### src/rtl/div_unit_pkg.sv
// Shared definitions for the multi-cycle divider: FSM state codes,
// handshake level names and bus widths used by the EX-stage divider.
package div_unit_pkg;

    // Width of one general-purpose register and of the HI/LO pair
    localparam int unsigned RegBusW       = 32;
    localparam int unsigned DoubleRegBusW = 2 * RegBusW;

    // Divider FSM state codes
    typedef enum logic [1:0] {
        DivFree   = 2'b00,
        DivByZero = 2'b01,
        DivOn     = 2'b10,
        DivEnd    = 2'b11
    } div_state_e;

    // Result-ready levels
    localparam logic DivResultReady    = 1'b1;
    localparam logic DivResultNotReady = 1'b0;

    // Request levels on start_i
    localparam logic DivStart = 1'b1;
    localparam logic DivStop  = 1'b0;

endpackage

### src/rtl/div_unit.sv
// Multi-cycle radix-2 restoring divider for DIV/DIVU.
// result_o = {remainder, quotient}; ready_o flags a valid result.
// Optional build macro DIV_EARLY_OUT_EN: when defined, an operation whose
// |dividend| < |divisor| completes at acceptance with {dividend, 0}.
module div_unit
    import div_unit_pkg::*;
#(
    parameter int unsigned DATA_W = RegBusW
) (
    input  logic                  clk,
    input  logic                  rst,
    input  logic                  signed_div_i,
    input  logic [DATA_W-1:0]     opdata1_i,
    input  logic [DATA_W-1:0]     opdata2_i,
    input  logic                  start_i,
    input  logic                  annul_i,
    output logic [2*DATA_W-1:0]   result_o,
    output logic                  ready_o
);

    localparam int unsigned       CntW    = $clog2(DATA_W + 1);
    localparam logic [CntW-1:0]   CntLast = CntW'(DATA_W);
    localparam logic [CntW-1:0]   CntOne  = CntW'(1);

    // State and working registers
    div_state_e            r_state;
    logic [CntW-1:0]       r_cnt;
    logic                  r_signed;
    logic                  r_neg1;      // dividend was negative (signed op)
    logic                  r_neg2;      // divisor was negative (signed op)
    logic [DATA_W-1:0]     r_divisor;   // |divisor|
    logic [DATA_W-1:0]     r_rem;       // partial remainder
    logic [DATA_W-1:0]     r_quot;      // remaining dividend bits / quotient bits
    logic [2*DATA_W-1:0]   r_result;
    logic                  r_ready;

    // Next-state values
    div_state_e            w_state_n;
    logic [CntW-1:0]       w_cnt_n;
    logic                  w_signed_n;
    logic                  w_neg1_n;
    logic                  w_neg2_n;
    logic [DATA_W-1:0]     w_divisor_n;
    logic [DATA_W-1:0]     w_rem_n;
    logic [DATA_W-1:0]     w_quot_n;
    logic [2*DATA_W-1:0]   w_result_n;
    logic                  w_ready_n;

    // Datapath wires
    logic                  w_op1_neg;
    logic                  w_op2_neg;
    logic [DATA_W-1:0]     w_abs1;
    logic [DATA_W-1:0]     w_abs2;
    logic [DATA_W:0]       w_partial;
    logic                  w_borrow;
    logic [DATA_W-1:0]     w_rem_sub;
    logic [DATA_W-1:0]     w_quot_fix;
    logic [DATA_W-1:0]     w_rem_fix;
`ifdef DIV_EARLY_OUT_EN
    logic                  w_early;
`endif

    // Magnitudes of the operands; negation only for signed ops with MSB set
    assign w_op1_neg = signed_div_i & opdata1_i[DATA_W-1];
    assign w_op2_neg = signed_div_i & opdata2_i[DATA_W-1];
    assign w_abs1    = w_op1_neg ? -opdata1_i : opdata1_i;
    assign w_abs2    = w_op2_neg ? -opdata2_i : opdata2_i;

`ifdef DIV_EARLY_OUT_EN
    assign w_early   = (w_abs1 < w_abs2);
`endif

    // One restoring step: bring in the next dividend bit, trial-subtract divisor.
    // The partial value is below 2*divisor, so the low DATA_W bits of the
    // subtraction are exact whenever it does not borrow.
    assign w_partial = {r_rem, r_quot[DATA_W-1]};
    assign w_borrow  = (w_partial < {1'b0, r_divisor});
    assign w_rem_sub = w_partial[DATA_W-1:0] - r_divisor;

    // Sign fixup: quotient sign is the XOR of operand signs, remainder follows dividend
    assign w_quot_fix = (r_signed && (r_neg1 ^ r_neg2)) ? -r_quot : r_quot;
    assign w_rem_fix  = (r_signed && r_neg1) ? -r_rem : r_rem;

    // Next-state and output-register logic
    always_comb begin
        w_state_n   = r_state;
        w_cnt_n     = r_cnt;
        w_signed_n  = r_signed;
        w_neg1_n    = r_neg1;
        w_neg2_n    = r_neg2;
        w_divisor_n = r_divisor;
        w_rem_n     = r_rem;
        w_quot_n    = r_quot;
        w_result_n  = r_result;
        w_ready_n   = r_ready;

        case (r_state)
            DivFree: begin
                w_result_n = '0;
                w_ready_n  = DivResultNotReady;
                if (start_i == DivStart && !annul_i) begin
                    w_signed_n  = signed_div_i;
                    w_neg1_n    = w_op1_neg;
                    w_neg2_n    = w_op2_neg;
                    w_divisor_n = w_abs2;
                    w_rem_n     = '0;
                    w_quot_n    = w_abs1;
                    w_cnt_n     = '0;
                    if (opdata2_i == '0) begin
                        w_state_n = DivByZero;
                    end
`ifdef DIV_EARLY_OUT_EN
                    else if (w_early) begin
                        // Quotient is zero and the remainder is the dividend itself
                        w_state_n  = DivEnd;
                        w_result_n = {opdata1_i, {DATA_W{1'b0}}};
                        w_ready_n  = DivResultReady;
                    end
`endif
                    else begin
                        w_state_n = DivOn;
                    end
                end
            end

            DivByZero: begin
                w_state_n  = DivEnd;
                w_result_n = '0;
                w_ready_n  = DivResultReady;
            end

            DivOn: begin
                if (annul_i || start_i == DivStop) begin
                    w_state_n  = DivFree;
                    w_result_n = '0;
                    w_ready_n  = DivResultNotReady;
                    w_cnt_n    = '0;
                end else if (r_cnt != CntLast) begin
                    w_rem_n  = w_borrow ? w_partial[DATA_W-1:0] : w_rem_sub;
                    w_quot_n = {r_quot[DATA_W-2:0], ~w_borrow};
                    w_cnt_n  = r_cnt + CntOne;
                end else begin
                    w_state_n  = DivEnd;
                    w_result_n = {w_rem_fix, w_quot_fix};
                    w_ready_n  = DivResultReady;
                    w_cnt_n    = '0;
                end
            end

            DivEnd: begin
                // annul_i is deliberately ignored once the result is final
                if (start_i == DivStop) begin
                    w_state_n  = DivFree;
                    w_result_n = '0;
                    w_ready_n  = DivResultNotReady;
                end
            end

            default: begin
                w_state_n  = DivFree;
                w_result_n = '0;
                w_ready_n  = DivResultNotReady;
            end
        endcase
    end

    // State register with asynchronous active-high reset
    always_ff @(posedge clk or posedge rst) begin
        if (rst) begin
            r_state   <= DivFree;
            r_cnt     <= '0;
            r_signed  <= 1'b0;
            r_neg1    <= 1'b0;
            r_neg2    <= 1'b0;
            r_divisor <= '0;
            r_rem     <= '0;
            r_quot    <= '0;
            r_result  <= '0;
            r_ready   <= DivResultNotReady;
        end else begin
            r_state   <= w_state_n;
            r_cnt     <= w_cnt_n;
            r_signed  <= w_signed_n;
            r_neg1    <= w_neg1_n;
            r_neg2    <= w_neg2_n;
            r_divisor <= w_divisor_n;
            r_rem     <= w_rem_n;
            r_quot    <= w_quot_n;
            r_result  <= w_result_n;
            r_ready   <= w_ready_n;
        end
    end

    assign result_o = r_result;
    assign ready_o  = r_ready;

endmodule

### config.mk
export PLATFORM = sky130hd
export DESIGN_NAME = div_unit
export DESIGN_NICKNAME = d
export VERILOG_FILES = /design/src/rtl/div_unit_pkg.sv /design/src/rtl/div_unit.sv
export SDC_FILE = /design/constraint.sdc
export NUM_CORES = 1
export LEC_CHECK = 0
export CELL_PAD_IN_SITES_DETAIL_PLACEMENT = 1
export CELL_PAD_IN_SITES_GLOBAL_PLACEMENT = 1
export CORE_AREA = 3 3 175 177
export CTS_CLUSTER_DIAMETER = 30
export CTS_CLUSTER_SIZE = 40
export DETAILED_ROUTE_END_ITERATION = 8
export DIE_AREA = 0 0 178 180
export GPL_ROUTABILITY_DRIVEN = 0
export PLACE_DENSITY_LB_ADDON = 0.08
export REMOVE_ABC_BUFFERS = 1
export SLEW_MARGIN = 20
export SYNTH_ARGS = -nofsm -noshare
export SYNTH_HDL_FRONTEND = slang
export SYNTH_SLANG_ARGS = --single-unit
### constraint.sdc
create_clock -name clk -period 5.4 [get_ports clk]
set_input_delay 0.54 -clock clk [delete_from_list [all_inputs] [get_ports clk]]
set_output_delay 0.54 -clock clk [all_outputs]
set_load 0.01 [all_outputs]
==> results of run 1 <==
==> cell type report <==
type                       instances  area share
inverter                          62     0.01746
clock buffer                      18     0.03225
clock inverter                    13     0.01387
tap                              390     0.03584
timing repair buffer             144      0.1048
multi-input combinational       1067      0.4797
sequential                       172      0.3161
==> per-layer routing <==
layer / vias to the layer above / share of wire / track usage
li1: 4993 / - / -
met1: 5136 / 0.49 / 0.3375
met2: 206 / 0.46 / 0.3610
met3: 39 / 0.034 / 0.02788
met4: 0 / 0.017 / 0.05906
met5: - / 0 / 0
==> flip-flops by register name (all words and copies together) (netlist names) <==
register / cells
r_cnt: 6
r_divisor: 32
r_neg1: 1
r_neg2: 1
r_quot: 32
r_rem: 32
r_signed: 1
r_state: 2
ready_o: 1
result_o: 64
==> worst max path at each step <==
stage	from	to	slack, ns	depth (start not counted)
3_3_place_gp	opdata2_i[6]	r_divisor[25]$_DFFE_PP0P_	1.88	9
6_report	r_quot[2]$_DFFE_PP0P_	result_o[28]$_DFFE_PP0P_	1.98	8
2_1_floorplan	rst	r_cnt[0]$_DFFE_PP0P_	0.20	1
3_5_place_dp	opdata2_i[6]	r_divisor[25]$_DFFE_PP0P_	1.86	9
4_1_cts	r_rem[23]$_DFFE_PP0P_	r_rem[23]$_DFFE_PP0P_	2.08	10
5_1_grt	r_quot[2]$_DFFE_PP0P_	result_o[28]$_DFFE_PP0P_	1.70	8
==> power breakdown <==
| part | switching (mW) | internal, mW |
|---|---|---|
| registers | 0.424 | 1.62 |
| logic | 2.35 | 1.47 |
| clock network | 0.577 | 0.791 |
==> worst max-delay path: cells and delay by family, from the launching register on <==
family          cells  cell delay [ns]
xor+xnor            1             0.21
flops               1             0.45
compound gates      2             0.29
simple gates        5             2.29
==> synth_stat cells (30+ instances only) <==
cell      instances
clkbuf_1         56
dfrtp_1         172
xor2_1           56
a21oi_1         109
nor2_1           87
o21ai_0         160
ha_1             43
nand2_1         198
nor3_1           30
xnor2_1          86
inv_1            62
nand3_1          40
==> logic make-up after synthesis <==
group | count (synthesis) | share of synthesized area
xor+xnor | 142 | 0.1102
mux | 18 | 0.01596
flops | 172 | 0.3813
fa+ha+maj | 44 | 0.04944
buf+inv | 126 | 0.04256
simple gates | 446 | 0.1838
compound gates | 417 | 0.2168
==> run metrics, run 1 <==
largest net degree at the start of global routing=105; Peak VDD IR=0.2751 mV; pre-CTS WS=1.856 ns; worst rel slew slack=0.3022; critical path class=reg -> reg; Layout Skew=0.01597 ns; cell area after synthesis=11290 um2; total power=7.232 mW; Clock Path Buffers=2; clk root buf=clkbuf_16; Syn-to-layout area delta=20.63%; Clk Latency, worst-skew pair=0.43 ns; area occupied by multi-input gates=6533 um2; Final Util=0.4631; Cells after Synth=1365; fin cells=1866; post-synth top area share=0.3813; die area=32040 um2; first-pass GRT wire length=59280 um; worst endpoint required time=5.67 ns; f_max=0.2927 GHz; Via Count=10374; Hold Crit Start=result_o[14]$_DFFE_PP0P_; Post-DRT Antenna Nets=0; Post-synth EDFFs=0; post-route setup slack=1.983 ns; sequential area share after synthesis=0.3813; Initial Utilization=0.3839; Post-CTS Setup Inserts=0; post-synthesis cell type count=70; DR vias/cell=5.559; Post-Syn Area per Cell=8.270 um2; worst reg2reg path startpoint=r_quot[2]$_DFFE_PP0P_; LEAKAGE=5.689 nW; # resized after CTS=0; placed cell count=1835; Diodes inserted=0; run status=complete, no violations; grt ovf=0; slowest CP cell=nor4_1; smallest hold slack=0.4770 ns; via count of the first global-routing pass=10783; Max FO, Critical Path=6; dpl hpwl=25980 um; total routed wirelength=36380 um; layout cells sized above 1=0.04404; # hold bufs at CTS=0; # DRC=0; CP startpoint kind=flop; final hold vios=0; Nets=1577; CTS tree=done; Wirelength per Cell=19.49 um; R2R Setup Slk=1.98 ns; count of synthesis-stage warnings from yosys=0; clk slew on worst S/H paths=0.08 ns; commonest non-fill, non-tap cell in the layout=nand2_1; crit end category=flop; top cells by area, synth=dfrtp_1, o21ai_0, xnor2_1; initial drt markers=641; Reg area=4304 um2; H-Tree Depth=4; Main synth FF type=dfrtp_1; worst-path cell chain=nor4_1 > nand2_1 > nor3_2 > nand2_1 > nor4_1 > a21oi_1 > xnor2_1 > o21ai_1; worst min-delay path endpoint=result_o[14]$_DFFE_PP0P_; biggest area consumer among synthesized cells=dfrtp_1; Design Area, Final=13620 um2; CP arrival=3.68 ns; Hold Path Class=reg -> reg; Filler Cell Count=3489; Final Cycle Share=0.6328; setup TNS=0 ns; RR Endpoint=result_o[28]$_DFFE_PP0P_; CP max stage delay=0.89 ns; Setup violations, final=0; # rows=63; flops & latches, synth=172; most frequent cells in the layout=nand2_1, dfrtp_1, o21ai_0; worst slew pin tran=1.037 ns; RSZ-0062 raised after global routing=false; Num CTS Buffers=17; worst reg2reg path depth=8; final slew viol count=0; ys async rst share=1.000; PD cells=531.1 nW/um2; DR pass1 iterations=6; maxcap violations=0; Tmin final=3.417 ns; Die Ht=180 um; GRT Util Overall=0.2307; Core Footprint=29400 um2; Ports=134; I/O Buffers=133; Die Wd=178 um; hold depth=2; DP Area=12990 um2; CTS Sinks=172; initial antenna violation count=0
No activity file was read; power rests on OpenSTA's default activity.
==> run 2: changes to the inputs <==
clock period = 3 ns   (was 5.4 ns; I/O delays follow)
==> run 2 against run 1 <==
  * Sequential share of layout area is 1.3 points lower
  * Non-clock buffer count is 68 higher
  * Worst hold slack worse by 0.23 ns
  * Final area is 4.4% higher
  * Worst setup slack worse by 1.8 ns
  * Combinational power is 100% higher
  * Critical endpoint is now r_rem[8]$_DFFE_PP0P_
  * Largest power group unchanged
==> run metrics, run 2 (same netlist as run 1, synthesis figures left out) <==
GRT Util Overall=0.2360; Clock Path Buffers=2; CP startpoint kind=flop; crit path from=r_divisor[12]$_DFFE_PP0P_; worst endpoint required time=3.31 ns; f_max=0.3574 GHz; Sw Ratio=0.4600; grt ovf=0; LEAKAGE=6.045 nW; total power=13.79 mW; initial antenna violation count=0; Initial Utilization=0.3839; clk root buf=clkbuf_16; Comb power frac=0.568; RSZ-0062 raised after global routing=true; Clock power frac=0.174; Wirelength per Cell=19.33 um; Syn-to-layout area delta=25.90%; Layout Skew=0.01353 ns; DR pass1 iterations=5; R2R Setup Slk=0.20 ns; Final Cycle Share=0.9327; CP arrival=3.11 ns; smallest hold slack=0.2437 ns; Via Count=10700; max FFs per register=64; post-route setup slack=0.2018 ns; DR vias/cell=5.530; Ports=134; layout cells sized above 1=0.08932; Num CTS Buffers=17; clk slew on worst S/H paths=0.08 ns; worst slew pin tran=0.7662 ns; Setup violations, final=0; Tmin final=2.798 ns; Final Util=0.4834; dpl hpwl=27850 um; # DRC=0; Filler Cell Count=3483; crit end category=flop; RR Endpoint=r_rem[8]$_DFFE_PP0P_; first-pass GRT wire length=60620 um; critical path class=reg -> reg; worst reg2reg path depth=11; initial drt markers=492; Diodes inserted=0; maxcap violations=0; die area=32040 um2; worst reg2reg path startpoint=r_divisor[12]$_DFFE_PP0P_; pre-CTS WS=-0.1848 ns; setup TNS=0 ns; most frequent cells in the layout=nand2_1, dfrtp_1, o21ai_0; I/O Buffers=133; via count of the first global-routing pass=11028; final slew viol count=0; run status=complete, no violations; Critical Path End=r_rem[8]$_DFFE_PP0P_; sequential share of power=0.258; worst rel slew slack=0.4892; Net Sw Power=6.344 mW; largest net degree at the start of global routing=67; Die Ht=180 um; Peak VDD IR=0.4804 mV; Die Wd=178 um; Core Footprint=29400 um2; # rows=63; total routed wirelength=37410 um; CTS tree=done; CTS Sinks=172; H-Tree Depth=4; Post-DRT Antenna Nets=0; Hold Path Class=in -> async; final hold vios=0; Nets=1645; Max FO, Critical Path=16; P_int=7.447 mW; commonest non-fill, non-tap cell in the layout=nand2_1; PD cells=970.3 nW/um2; Clk Latency, worst-skew pair=0.44 ns
run 2: cell count changes in the layout (fill, tap and decap cells not counted), sizes merged:
cell	delta
clkinv	-3
buf	+68
bufinv	-1
clkinvlp	+1
inv	+4
run 2: stage by stage:
stage	std cells	instance area [um2]
floorplan	1301	11040
global placement	1903	13560
detailed placement	1903	13560
CTS	1935	14170
global route	1935	14210
finish	1935	14210
run 2: cell type report:
class                           count  area [um2]  share of cell area
Sequential cell                   172        4304              0.3028
Inverter                           62       237.7             0.01673
Clock buffer                       18       429.2             0.03020
Clock inverter                     14       183.9             0.01294
Multi-Input combinational cell   1067        6566              0.4620
Tap cell                          390       488.0             0.03433
Timing Repair Buffer              212        2003              0.1409
run 2: critical path, cell delays in order (launching register included):
cell and delay, ns:
dfrtp_1 0.34, inv_1 0.05, ha_1 0.35, a21o_1 0.20
o21bai_1 0.18, a311oi_2 0.31, and3b_1 0.30, a211oi_4 0.11
o21ai_4 0.30, buf_12 0.21, mux2i_1 0.22, o21ai_0 0.10
run 2: worst min-delay path by stage:
stage                             start                  endpoint  cells past startpoint
2_1_floorplan              signed_div_i      r_signed$_DFFE_PP0P_                      2
3_3_place_gp   result_o[33]$_DFFE_PP0P_  result_o[33]$_DFFE_PP0P_                      2
3_5_place_dp   result_o[11]$_DFFE_PP0P_  result_o[11]$_DFFE_PP0P_                      2
4_1_cts                             rst  result_o[16]$_DFFE_PP0P_                      2
5_1_grt                             rst  result_o[16]$_DFFE_PP0P_                      2
6_report                            rst  result_o[16]$_DFFE_PP0P_                      2
run 2: power groups by stage:
stage	Combinational (mW)	Clock (mW)	Sequential, mW
2_1_floorplan	4.90	0	3.49
5_1_grt	8.68	2.54	3.66
6_report	7.83	2.40	3.56
3_5_place_dp	7.65	0	3.59
3_3_place_gp	7.54	0	3.56
4_1_cts	7.75	2.45	3.55
run 2: repair_timing:
item,4_1_cts,5_1_grt
setup buffers,0,0
endpoints found under the setup margin,0,22
endpoints found under the hold margin,0,0
resized for setup,0,7
hold buffers,0,0
run 2: per-layer routing:
metal,part of all wire,wire (um),vias to the layer above,track usage
li1,-,-,5141,-
met1,0.48,18100,5322,0.3366
met2,0.46,17300,201,0.3757
met3,0.035,1324,36,0.03443
met4,0.018,682,0,0.05844
met5,0,0,-,0
==> run 3: changes to the inputs <==
CORE_AREA = 3 3 160 193   (was 3 3 175 177)
DIE_AREA = 0 0 163 196   (was 0 0 178 180)
TNS_END_PERCENT = 50   (was default)
==> run 3 against run 2 <==
  * Global-route usage is 1.3 points lower
  * Non-clock buffer count up 6
  * Clock-buffer cell count is 1 higher
  * Worst hold slack lost 0.052 ns
  * Clock power about the same
  * Highest routed layer unchanged
  * Largest cell class unchanged
  * Fmax is 1.3% lower
  * Worst setup slack got worse by 0.037 ns
  * Critical path depth decreased by 1
  * Sequential power barely moved
  * Combinational power decreased by 4.6%
  * First-iteration DRC count is 25% lower
==> run metrics, run 3 (same netlist as run 1, synthesis figures left out) <==
maxcap violations=0; Diodes inserted=0; CP arrival=3.13 ns; DP Area=13540 um2; Core Footprint=28930 um2; worst slew pin tran=0.8814 ns; H-Tree Depth=4; I/O Buffers=133; f_max=0.3527 GHz; run status=complete, no violations; # rows=68; Nets=1652; pre-CTS WS=-0.00003952 ns; final slew viol count=0; Setup violations, final=0; sequential share of power=0.264; most frequent cells in the layout=nand2_1, dfrtp_1, o21ai_0; max FFs per register=64; DR vias/cell=5.387; Die Wd=163 um; WP depth=10; Peak VDD IR=0.3629 mV; largest net degree at the start of global routing=67; CP max stage delay=0.40 ns; slowest CP cell=dfrtp_1; Hold Path Class=in -> async; clk root buf=clkbuf_16; Initial Utilization=0.3902; first-pass GRT wire length=57200 um; CTS Sinks=172; Tmin final=2.835 ns; Net Sw Power=5.978 mW; DR pass1 iterations=4; Ports=134; Num CTS Buffers=17; Critical path buffers and inverters=1; GRT Util Overall=0.2231; post-route setup slack=0.1647 ns; commonest non-fill, non-tap cell in the layout=nand2_1; Post-DRT Antenna Nets=0; worst-path cell chain=ha_1 > a21o_1 > o21bai_1 > a311oi_1 > and3b_2 > a211oi_4 > o21ai_4 > buf_12 > mux2i_1 > o21ai_0; worst rel slew slack=0.4110; worst endpoint required time=3.30 ns; Clk Latency, worst-skew pair=0.44 ns; # DRC=0; Max FO, Critical Path=25; final hold vios=0; via count of the first global-routing pass=10748; crit end category=flop; die area=31950 um2; LEAKAGE=6.063 nW; smallest hold slack=0.1915 ns; initial antenna violation count=0; placed cell count=1901; delay-heaviest family, CP=compound AO/OA/AOI/OAI gates; clk slew on worst S/H paths=0.07 ns; Layout Skew=0.01331 ns; PD cells=943.0 nW/um2; Clock Path Buffers=2; Design Area, Final=14220 um2; Die Ht=196 um; worst reg2reg path depth=10; P_int=7.434 mW; critical path class=reg -> reg; grt ovf=0; Sw Ratio=0.4457; initial drt markers=369; fin cells=1936; layout cells sized above 1=0.09349; CP startpoint kind=flop; CTS tree=done; Comb power frac=0.557; Final Cycle Share=0.9451; Wirelength per Cell=18.40 um; Syn-to-layout area delta=26.00%; total routed wirelength=35630 um; Via Count=10429; Clock power frac=0.179; dpl hpwl=27230 um
-- run 3: cell types whose count changed in the layout (fill, tap and decap cells not counted), sizes merged --
cell and change:
inv -4, nor2 +1, bufinv +1, clkinvlp -1
clkbuf +1, buf +6, clkinv +2
-- run 3: power groups by stage --
stage,Combinational [mW],Sequential (mW),Clock (mW)
floorplan,4.90,3.49,0
global placement,7.23,3.56,0
detailed placement,7.37,3.59,0
CTS,7.41,3.55,2.45
global route,8.36,3.65,2.56
finish,7.47,3.55,2.40
-- run 3: cell type report --
class                      instances  area [um2]
clock inverter                    12       187.7
timing repair buffer             218        2007
multi-input combinational       1068        6573
inverter                          62       237.7
tap                              385       481.7
fill                            3459       14700
clock buffer                      19       432.9
sequential                       172        4304
-- run 3: repair_timing --
action,4_1_cts,5_1_grt
buffers inserted,0,3
setup endpoints to repair,1,50
resized for setup,0,8
hold buffers,0,0
cloned,0,1
pin swaps,1,5
-- run 3: worst paths after layout --
path / startpoint / endpoint / slack (ns)
min in group clk: result_o[6]$_DFFE_PP0P_ / result_o[6]$_DFFE_PP0P_ / 0.48
worst min register to register: result_o[6]$_DFFE_PP0P_ / result_o[6]$_DFFE_PP0P_ / 0.48
worst max register to register: r_rem[11]$_DFFE_PP0P_ / r_rem[11]$_DFFE_PP0P_ / 0.16
worst max-delay path: r_rem[11]$_DFFE_PP0P_ / r_rem[11]$_DFFE_PP0P_ / 0.16
max in group asynchronous: rst / r_rem[6]$_DFFE_PP0P_ / 2.12
worst min-delay path: rst / result_o[25]$_DFFE_PP0P_ / 0.19
-- run 3: layer usage --
layer,up-vias,track usage,part of all wire
met5,-,0,0
met4,0,0.05547,0.017
met3,31,0.02872,0.031
met2,167,0.3995,0.50
met1,5077,0.2838,0.45
li1,5154,-,-
-- run 3: through the flow --
stage	util	total power, mW	setup TNS [ns]
CTS	0.4895	13.41	0
global placement	0.4681	10.79	0
detailed placement	0.4681	10.96	-0.00003952
finish	0.4917	13.41	0
floorplan	-	8.384	-508.14
global route	0.4917	14.56	-0.01209
